<file path="src/rtl/seg_scan_if.sv">
// Handshake bundle between the score/timer logic and the digit scan controller.
// The master side drives load/value/blank_lz; the controller returns busy and the decoder drive.
interface seg_scan_if #(
  parameter int NUM_DIGITS = 4,
  parameter int VAL_W      = 14
);
  logic                  load;
  logic [VAL_W-1:0]      value;
  logic                  blank_lz;
  logic                  busy;
  logic [3:0]            num;
  logic [NUM_DIGITS-1:0] dig_sel_n;

  modport master (output load, value, blank_lz, input busy, num, dig_sel_n);
  modport slave  (input load, value, blank_lz, output busy, num, dig_sel_n);
endinterface

</file>
<file path="src/rtl/seg_scan_ctrl.sv">
// Serial binary-to-BCD conversion plus time-multiplexed drive of a shared 7-segment decoder
// across a common-anode display, with optional leading-zero blanking.
module seg_scan_ctrl #(
   parameter int NUM_DIGITS = 4,
   parameter int VAL_W      = 14,
   parameter int SCAN_DIV   = 50000
) (
   input logic     clk,
   input logic     rst_n,
   seg_scan_if.slave bus
);

   localparam int BCD_W  = 4 * NUM_DIGITS;
   localparam int IDX_W  = $clog2(NUM_DIGITS);
   localparam int DIV_W  = $clog2(SCAN_DIV);
   localparam int ITER_W = $clog2(VAL_W);

   localparam logic [VAL_W-1:0]  SAT_MAX   = VAL_W'(9999);
   localparam logic [ITER_W-1:0] ITER_LAST = ITER_W'(VAL_W - 1);
   localparam logic [DIV_W-1:0]  DIV_LAST  = DIV_W'(SCAN_DIV - 1);

   typedef enum logic [1:0] {IDLE, SHIFT, DONE} conv_state_t;

   conv_state_t           state;
   logic [VAL_W-1:0]      shift_q;
   logic [BCD_W-1:0]      scratch_q;
   logic [BCD_W-1:0]      adj;
   logic [ITER_W-1:0]     iter_q;
   logic [BCD_W-1:0]      disp_q;
   logic                  busy_q;

   logic [DIV_W-1:0]      div_q;
   logic [IDX_W-1:0]      idx_q;
   logic [3:0]            num_q;
   logic [NUM_DIGITS-1:0] sel_q;
   logic [NUM_DIGITS-1:0] blank_mask;
   logic                  all_zero;
   logic [3:0]            cur_digit;
   logic                  blank_now;

   // NOTE: every variable gets a value before any conditional update so no latch is inferred.
   always_comb begin
      adj = scratch_q;
      for (int i = 0; i < NUM_DIGITS; i++) begin
         if (scratch_q[4*i +: 4] >= 4'd5) adj[4*i +: 4] = scratch_q[4*i +: 4] + 4'd3;
      end
   end

   // NOTE: sequential state uses non-blocking assignments so all registers update from pre-edge values.
   always_ff @(posedge clk or negedge rst_n) begin
      if (!rst_n) begin
         state     <= IDLE;
         shift_q   <= '0;
         scratch_q <= '0;
         iter_q    <= '0;
         disp_q    <= '0;
         busy_q    <= 1'b0;
      end else begin
         case (state)
            IDLE: begin
               if (bus.load) begin
                  shift_q   <= (bus.value > SAT_MAX) ? SAT_MAX : bus.value;
                  scratch_q <= '0;
                  iter_q    <= '0;
                  busy_q    <= 1'b1;
                  state     <= SHIFT;
               end
            end
            SHIFT: begin
               scratch_q <= {adj[BCD_W-2:0], shift_q[VAL_W-1]};
               shift_q   <= {shift_q[VAL_W-2:0], 1'b0};
               iter_q    <= iter_q + 1'b1;
               if (iter_q == ITER_LAST) state <= DONE;
            end
            DONE: begin
               // Only this single copy touches the shown value, so no partial result is ever displayed.
               disp_q <= scratch_q;
               busy_q <= 1'b0;
               state  <= IDLE;
            end
            default: state <= IDLE;
         endcase
      end
   end

   // A slot is blank-eligible when its digit and every higher digit are zero; digit 0 never is.
   always_comb begin
      blank_mask = '0;
      all_zero   = 1'b1;
      for (int i = NUM_DIGITS - 1; i > 0; i--) begin
         all_zero      = all_zero && (disp_q[4*i +: 4] == 4'd0);
         blank_mask[i] = all_zero;
      end
   end

   assign cur_digit = disp_q[{idx_q, 2'b00} +: 4];
   assign blank_now = bus.blank_lz && blank_mask[idx_q];

   always_ff @(posedge clk or negedge rst_n) begin
      if (!rst_n) begin
         div_q <= '0;
         idx_q <= '0;
         num_q <= '0;
         sel_q <= '1;
      end else begin
         if (div_q == DIV_LAST) begin
            div_q <= '0;
            idx_q <= idx_q + 1'b1;
         end else begin
            div_q <= div_q + 1'b1;
         end
         num_q <= blank_now ? 4'd0 : cur_digit;
         sel_q <= blank_now ? '1 : ~(NUM_DIGITS'(1) << idx_q);
      end
   end

   assign bus.busy      = busy_q;
   assign bus.num       = num_q;
   assign bus.dig_sel_n = sel_q;

endmodule

</file>
<file path="src/flat_wrapper.sv">
// flat-port wrapper written by rule: the top's interface ports become plain ports
module seg_scan_ctrl_flat 
#(
   parameter int NUM_DIGITS = 4,
   parameter int VAL_W      = 14,
   parameter int SCAN_DIV   = 50000
)
  (clk, rst_n, bus_load, bus_value, bus_blank_lz, bus_busy, bus_num, bus_dig_sel_n);
  seg_scan_if #(.NUM_DIGITS(NUM_DIGITS), .VAL_W(VAL_W)) bus_i ();
  input logic clk;
  input logic rst_n;
  input wire logic [$bits(bus_i.load)-1:0] bus_load;
  input wire logic [$bits(bus_i.value)-1:0] bus_value;
  input wire logic [$bits(bus_i.blank_lz)-1:0] bus_blank_lz;
  output wire logic [$bits(bus_i.busy)-1:0] bus_busy;
  output wire logic [$bits(bus_i.num)-1:0] bus_num;
  output wire logic [$bits(bus_i.dig_sel_n)-1:0] bus_dig_sel_n;
  assign bus_i.load = bus_load;
  assign bus_i.value = bus_value;
  assign bus_i.blank_lz = bus_blank_lz;
  assign bus_busy = bus_i.busy;
  assign bus_num = bus_i.num;
  assign bus_dig_sel_n = bus_i.dig_sel_n;
  seg_scan_ctrl #(.NUM_DIGITS(NUM_DIGITS), .VAL_W(VAL_W), .SCAN_DIV(SCAN_DIV)) u_core (.clk(clk), .rst_n(rst_n), .bus(bus_i));
endmodule
</file>
<file path="config.mk">
export PLATFORM = sky130hd
export DESIGN_NAME = seg_scan_ctrl_flat
export DESIGN_NICKNAME = d
export VERILOG_FILES = /design/src/rtl/seg_scan_if.sv /design/src/rtl/seg_scan_ctrl.sv /design/src/flat_wrapper.sv
export SDC_FILE = /design/constraint.sdc
export NUM_CORES = 1
export LEC_CHECK = 0
export ABC_AREA = 0
export CAP_MARGIN = 15
export CORE_ASPECT_RATIO = 1.2
export CORE_MARGIN = 2
export CORE_UTILIZATION = 63
export CTS_CLUSTER_DIAMETER = 120
export DETAILED_ROUTE_END_ITERATION = 12
export PLACE_DENSITY = 0.85
export RECOVER_POWER = 50
export SYNTH_ARGS = -nofsm -noshare
export SYNTH_HDL_FRONTEND = slang
export SYNTH_SLANG_ARGS = --single-unit
</file>
<file path="constraint.sdc">
create_clock -name clk -period 2.9 [get_ports clk]
set_input_delay 0.29 -clock clk [delete_from_list [all_inputs] [get_ports clk]]
set_output_delay 0.29 -clock clk [all_outputs]
set_load 0.02 [all_outputs]
</file>
==> metrics.txt, run 1 <==
H-tree Lvls 3; slew at the pin closest to its max-slew limit 1.870 ns; Area Growth Syn to Fin 13.97%; Yosys Warn Count 0; Die ar. 6531 um2; power share of the clock group 22.4%; Synth Area in Simple Gates 13.13%; gr usage total 23.17%; Worst Path Required 3.15 ns; Mean Syn Cell Area 11.43 um2; adder-cell area share of the yosys netlist 5.051%; PnR worst setup slack 1.085 ns; port buffer count 26; starting density of the core 65.56%; Worst Skew 0.009538 ns; CORE AREA 5668 um2; min cycle time layout 1.815 ns; DRC 0; Die X-Extent 74.11 um; Core Rows 30; WP data arrival 2.07 ns; unrepaired setup endpoints after global routing no; peak supply drop 0.5615 mV; first-pass GRT wire length 11440 um; Internal 2.575 mW; DR iter-0 viols 177; post-synthesis sequential area ratio 53.33%; mux share of post-synthesis cell area 8.451%; Post-Syn Area 3716 um2; Clk pin slew, worst setup/hold paths 0.08 ns; post-detailed-routing wire length 6914 um; number of global-route vias before repair 2440; Crit Path Category flip-flop to flip-flop; Pwr Density 927.4 nW/um2; Root Driver clkbuf_8; Synth Area in XOR/XNOR 4.714%; Max FO, Critical Path 4; startpoint class of the critical path flip-flop; fmax 551.1 MHz; Gate Count Post-Synth 325; total grt overflow 0; final setup vio count 0; die span in y 88.13 um; largest family of logic cells by synthesized area simple AND/OR/NAND/NOR gates; net switching power 1.353 mW; endpoint class of the critical path flip-flop; clk sinks 79; r2r setup slk 1.09 ns; fin. max-slew vios 80; DRT Pass-1 Iters 4; CTS tree yes; HP Class primary input to async pin; commonest cells after routing, fill and taps aside dfrtp_1, o21ai_0, clkdlybuf4s50_1, nand2_1, mux2_2; Filler Cells Inserted 377; failing checks capacitance limit, slew limit; commonest non-fill, non-tap cell in the layout dfrtp_1; diode count 0; Final Hold Fails 0; ratio of cells with drive above 1 in the final layout 13.76%; leakage 1.908 nW; sw frac 34.44%; worst slack, placed 0.8938 ns; detailed-route wire length per cell 15.86 um; vias per cell 5.904; setup_tns 0 ns; initial antenna violation count 0; Rel. slew slack -24.70%; DR vias 2574; clk_lat worst skew 0.35 ns; Post-synth ARST share 100.0%; cts bufs inserted 9; IO Pins 27; top_reg_cell synth dfrtp_1; gpl congestion 0.8796; Post-CTS Resized 0; number of synthesized flops with an enable pin 0; Netlist cell types 47; compound-gate portion of the synthesized area 11.75%; maximum number of pins on one net before global-route repair 80; combinational share of power 33.7%; hold_buf cts 0; dpl hpwl 4686 um; nets@finish 384; outcome finished, violations left; Mapped Nets 358; max_cap viols 1; DRT antenna net count 0; Final Instance Area 4235 um2; final worst path period share 62.57%; sequential power share 43.9%; Bufs on Longest Clock Path 2; Post-CTS Repair Setup Buffers 0; area of placed instances 4016 um2; post-synthesis register bit count 79
[sequential cells by signal, indices dropped and copies added, names as in the netlist, 2 cells and up]
register / flops
u_core.bus.dig_sel_n: 4
u_core.iter_q: 4
u_core.state: 2
u_core.scratch_q: 16
u_core.shift_q: 14
u_core.div_q: 16
u_core.idx_q: 2
u_core.disp_q: 16
u_core.bus.num: 4
[cell usage after synthesis (all sizes together) (4+ instances only)]
cell type	instances	area, um2
dfrtp	75	1877
o21ai	29	145.1
nand2	23	86.33
mux2	19	214.0
nor2	16	60.06
ha	15	187.7
inv	14	52.55
xor2	11	96.34
buf	10	65.06
nand3	10	50.05
xnor2	9	78.83
nand2b	8	50.05
a21oi	6	30.03
nand4	6	37.54
a22o	5	43.79
o22ai	5	31.28
a21o	4	30.03
a32o	4	40.04
and4	4	35.03
clkbuf	4	15.01
dfstp	4	105.1
mux4	4	90.09
o31ai	4	30.03
[critical path, stage by stage, from the launching register on]
cell      delay (ns)
dfrtp_1         0.44
inv_1           0.16
ha_1            0.23
nand2b_1        0.08
a21oi_1         0.29
mux2_2          0.37
o21ai_0         0.15
[worst paths after layout]
kind	from	end	depth (start not counted)
max reg2reg	u_core.scratch_q[8]	u_core.scratch_q[10]	6
min	rst_n	u_core.disp_q[0]	1
min reg2reg	u_core.shift_q[10]	u_core.shift_q[10]	2
max	u_core.scratch_q[8]	u_core.scratch_q[10]	6
min in group clk	u_core.shift_q[10]	u_core.shift_q[10]	2
max in group asynchronous	rst_n	u_core.iter_q[3]	1
[power groups by stage]
stage	logic [mW]	clock network [mW]	registers, mW
CTS	1.34	0.901	1.72
global route	1.49	0.955	1.76
detailed placement	1.33	0	1.74
finish	1.32	0.882	1.72
floorplan	1.02	0	1.67
global placement	1.26	0	1.72
[area by class of cell]
type	instances	area [um2]	area share, %
sequential	79	1982	46.79
multi-input combinational	218	1602	37.81
timing repair buffer	29	277.8	6.558
clock buffer	9	123.9	2.925
tap	80	100.1	2.363
clock inverter	7	97.59	2.304
inverter	14	52.55	1.241
[routing by layer]
layer	track usage (%)	wire length (um)
met1	29.42	2974
met2	39.20	3636
met3	4.028	215
met4	9.256	87
met5	0	0
[cell families (layout without fill, tap and decap cells)]
kind of cell               after synthesis  after routing
buffers and inverters                   28             59
adders and majority gates               15             15
xor gates and xnor gates                20             20
AOI/OAI and AO/OA                       67             67
muxes                                   24             24
and+or+nand+nor                         92             92
DFF                                     79             79
[metrics by stage]
step                      std cells  hold WS [ns]  utilization, %  total power, mW
after global routing            436        0.5076           74.72            4.206
after detailed placement        420        0.4745           70.86            3.070
final                           436        0.4522           74.72            3.928
after floorplan                 325     -0.005591               -            2.698
after CTS                       436        0.1241           74.77            3.960
after global placement          420        0.4576           70.86            2.979
Power figures use the tool's default switching activity.
==> run 2, diff against run 1 <==
CORE_UTILIZATION = 53   (was 63)
PLACE_DENSITY = 0.76   (was 0.85)
clock period = 1.57 ns   (was 2.9 ns; I/O delays follow)
==> run 2 against run 1 <==
Net effect: the flow now finishes without violations; clock-buffer cell count is 1 higher; wire length is 2.7% higher; cell area rose by 5.1%; sequential power rose by 87%; global-route usage fell by 2.4 points.
==> metrics.txt, run 2 (synthesis gave the netlist of run 1 again) <==
outcome complete, no violations (was finished, violations left); final setup vio count 0 (unchanged); commonest non-fill, non-tap cell in the layout dfrtp_1 (unchanged); total grt overflow 0 (unchanged); Area Growth Syn to Fin 19.80% (was 13.97%); clk sinks 79 (unchanged); diode count 0 (unchanged); CTS tree yes (unchanged); Root Driver clkbuf_8 (unchanged); number of global-route vias before repair 2708 (was 2440); maximum number of pins on one net before global-route repair 40 (was 80); fin. max-slew vios 0 (was 80); DR iter-0 viols 181 (was 177); Clk pin slew, worst setup/hold paths 0.08 ns (about the same); gr usage total 20.75% (was 23.17%); origin of the critical flop-to-flop path u_core.scratch_q[9] (was u_core.scratch_q[8]); dpl hpwl 5061 um (was 4686 um); clk_lat worst skew 0.34 ns (was 0.35 ns); max layer used met4 (unchanged); port buffer count 26 (unchanged); area of placed instances 4203 um2 (was 4016 um2); initial antenna violation count 0 (unchanged); fmax 660.2 MHz (was 551.1 MHz); Crit Path Category flip-flop to flip-flop (unchanged); worst slack, placed -0.09578 ns (was 0.8938 ns); Worst Path Required 1.83 ns (was 3.15 ns); DRC 0 (unchanged); WP data arrival 1.77 ns (was 2.07 ns); PnR worst setup slack 0.05536 ns (was 1.085 ns); endpoint class of the critical path flip-flop (unchanged); Core Rows 33 (was 30); Worst Skew 0.007669 ns (was 0.009538 ns); CORE AREA 6813 um2 (was 5668 um2); ratio of cells with drive above 1 in the final layout 22.11% (was 13.76%); fin util 65.34% (was 74.72%); worst r2r path cells 6 (unchanged); die span in y 95.73 um (was 88.13 um); Max FO, Critical Path 4 (unchanged); DR vias 2618 (was 2574); Die ar. 7700 um2 (was 6531 um2); gpl congestion 0.7748 (was 0.8796); detailed-route wire length per cell 15.20 um (was 15.86 um); biggest regs u_core.disp_q: 16 flops, u_core.div_q: 16 flops, u_core.scratch_q: 16 flops (unchanged); Die X-Extent 80.44 um (was 74.11 um); HP Class primary input to async pin (unchanged); vias per cell 5.606 (was 5.904); slew at the pin closest to its max-slew limit 0.6311 ns (was 1.870 ns); Rel. slew slack 57.93% (was -24.70%); wire length on met2 3642 um (was 3636 um); max_cap viols 0 (was 1); leakage 2.020 nW (was 1.908 nW); cts bufs inserted 9 (unchanged); Final Instance Area 4452 um2 (was 4235 um2); DR WL met3 178 um (was 215 um); reg2reg end u_core.scratch_q[10] (unchanged); nets@finish 408 (was 384); IO Pins 27 (unchanged); final worst path period share 96.47% (was 62.57%); Pwr Density 1717 nW/um2 (was 927.4 nW/um2); startpoint class of the critical path flip-flop (unchanged); starting density of the core 54.55% (was 65.56%); H-tree Lvls 3 (unchanged); r2r setup slk 0.06 ns (was 1.09 ns); met1 WL 3115 um (was 2974 um); first-pass GRT wire length 12260 um (was 11440 um); post-detailed-routing wire length 7098 um (was 6914 um); DRT antenna net count 0 (unchanged); DRT Pass-1 Iters 4 (unchanged); Bufs on Longest Clock Path 2 (unchanged); CP Launch Point u_core.scratch_q[9] (was u_core.scratch_q[8]); peak supply drop 1.009 mV (was 0.5615 mV); min cycle time layout 1.515 ns (was 1.815 ns); Final Hold Fails 0 (unchanged); commonest cells after routing, fill and taps aside dfrtp_1, o21ai_0, buf_4, nand2_1, clkdlybuf4s50_1 (was dfrtp_1, o21ai_0, clkdlybuf4s50_1, nand2_1, mux2_2)
[run 2: cell types whose count changed in the layout (fill, tap and decap cells not counted), moves of 2 or more]
cell	before	now
clkdlybuf4s50_1	25	21
buf_4	3	24
clkinv_4	2	0
a21oi_2	0	4
inv_1	14	10
ha_1	15	12
inv_2	0	4
a21oi_1	6	2
dlygate4sd2_1	0	4
ha_2	0	3
[run 2: power by group]
| group | switching, mW | total, mW | internal (mW) |
|---|---|---|---|
| combinational | 1.33 | 2.81 | 1.49 |
| clock | 0.733 | 1.62 | 0.890 |
| sequential | 0.537 | 3.21 | 2.67 |
| total | 2.60 | 7.64 | 5.05 |
[run 2: routing by layer]
layer  up-vias  global-route usage, %
li1       1261                      -
met1      1304                  25.90
met2        38                  35.14
met3        15                  3.189
met4         0                  10.31
met5         -                      0
[run 2: critical path: stages, from the launching register on]
cell	delay, ns
dfrtp_1	0.38
inv_2	0.07
ha_1	0.17
nand2b_1	0.16
a21oi_2	0.17
mux2_2	0.35
o21ai_0	0.14
[run 2: cell type report]
| cell class | instances | area (um2) |
|---|---|---|
| well taps | 87 | 108.9 |
| clock buffers | 10 | 127.6 |
| flip-flops and latches | 79 | 1982 |
| inverters | 14 | 52.55 |
| multi-input cells | 218 | 1630 |
| fillers | 531 | 2361 |
| repair buffers | 53 | 465.4 |
| clock inverters | 6 | 85.08 |
[run 2: metrics by stage]
step / hold WS (ns) / TNS (ns) / std cells / total power, mW
2_1_floorplan: -0.1386 / 0 / 325 / 4.984
3_3_place_gp: 0.07747 / -0.1265 / 449 / 5.834
3_5_place_dp: 0.07826 / -0.3296 / 449 / 5.932
4_1_cts: 0.2492 / 0 / 466 / 7.596
5_1_grt: 0.4095 / -0.02209 / 467 / 8.214
6_report: 0.3546 / 0 / 467 / 7.643
[run 2: how the worst max path moves through the flow]
stage,slack (ns),endpoint
final,0.06,u_core.scratch_q[10]
after global routing,-0.02,u_core.scratch_q[10]
after CTS,0.002,u_core.scratch_q[10]
after detailed placement,-0.1,u_core.iter_q[2]
after global placement,-0.03,u_core.shift_q[4]
after floorplan,0.06,u_core.scratch_q[10]
[run 2: repair_timing]
| action | 4_1_cts | 5_1_grt |
|---|---|---|
| hold buffers | 1 | 0 |
| endpoints found under the setup margin | 5 | 5 |
| gates resized for setup | 6 | 12 |
| setup buffers | 0 | 1 |
| endpoints found under the hold margin | 23 | 0 |
| pin swaps | 0 | 2 |
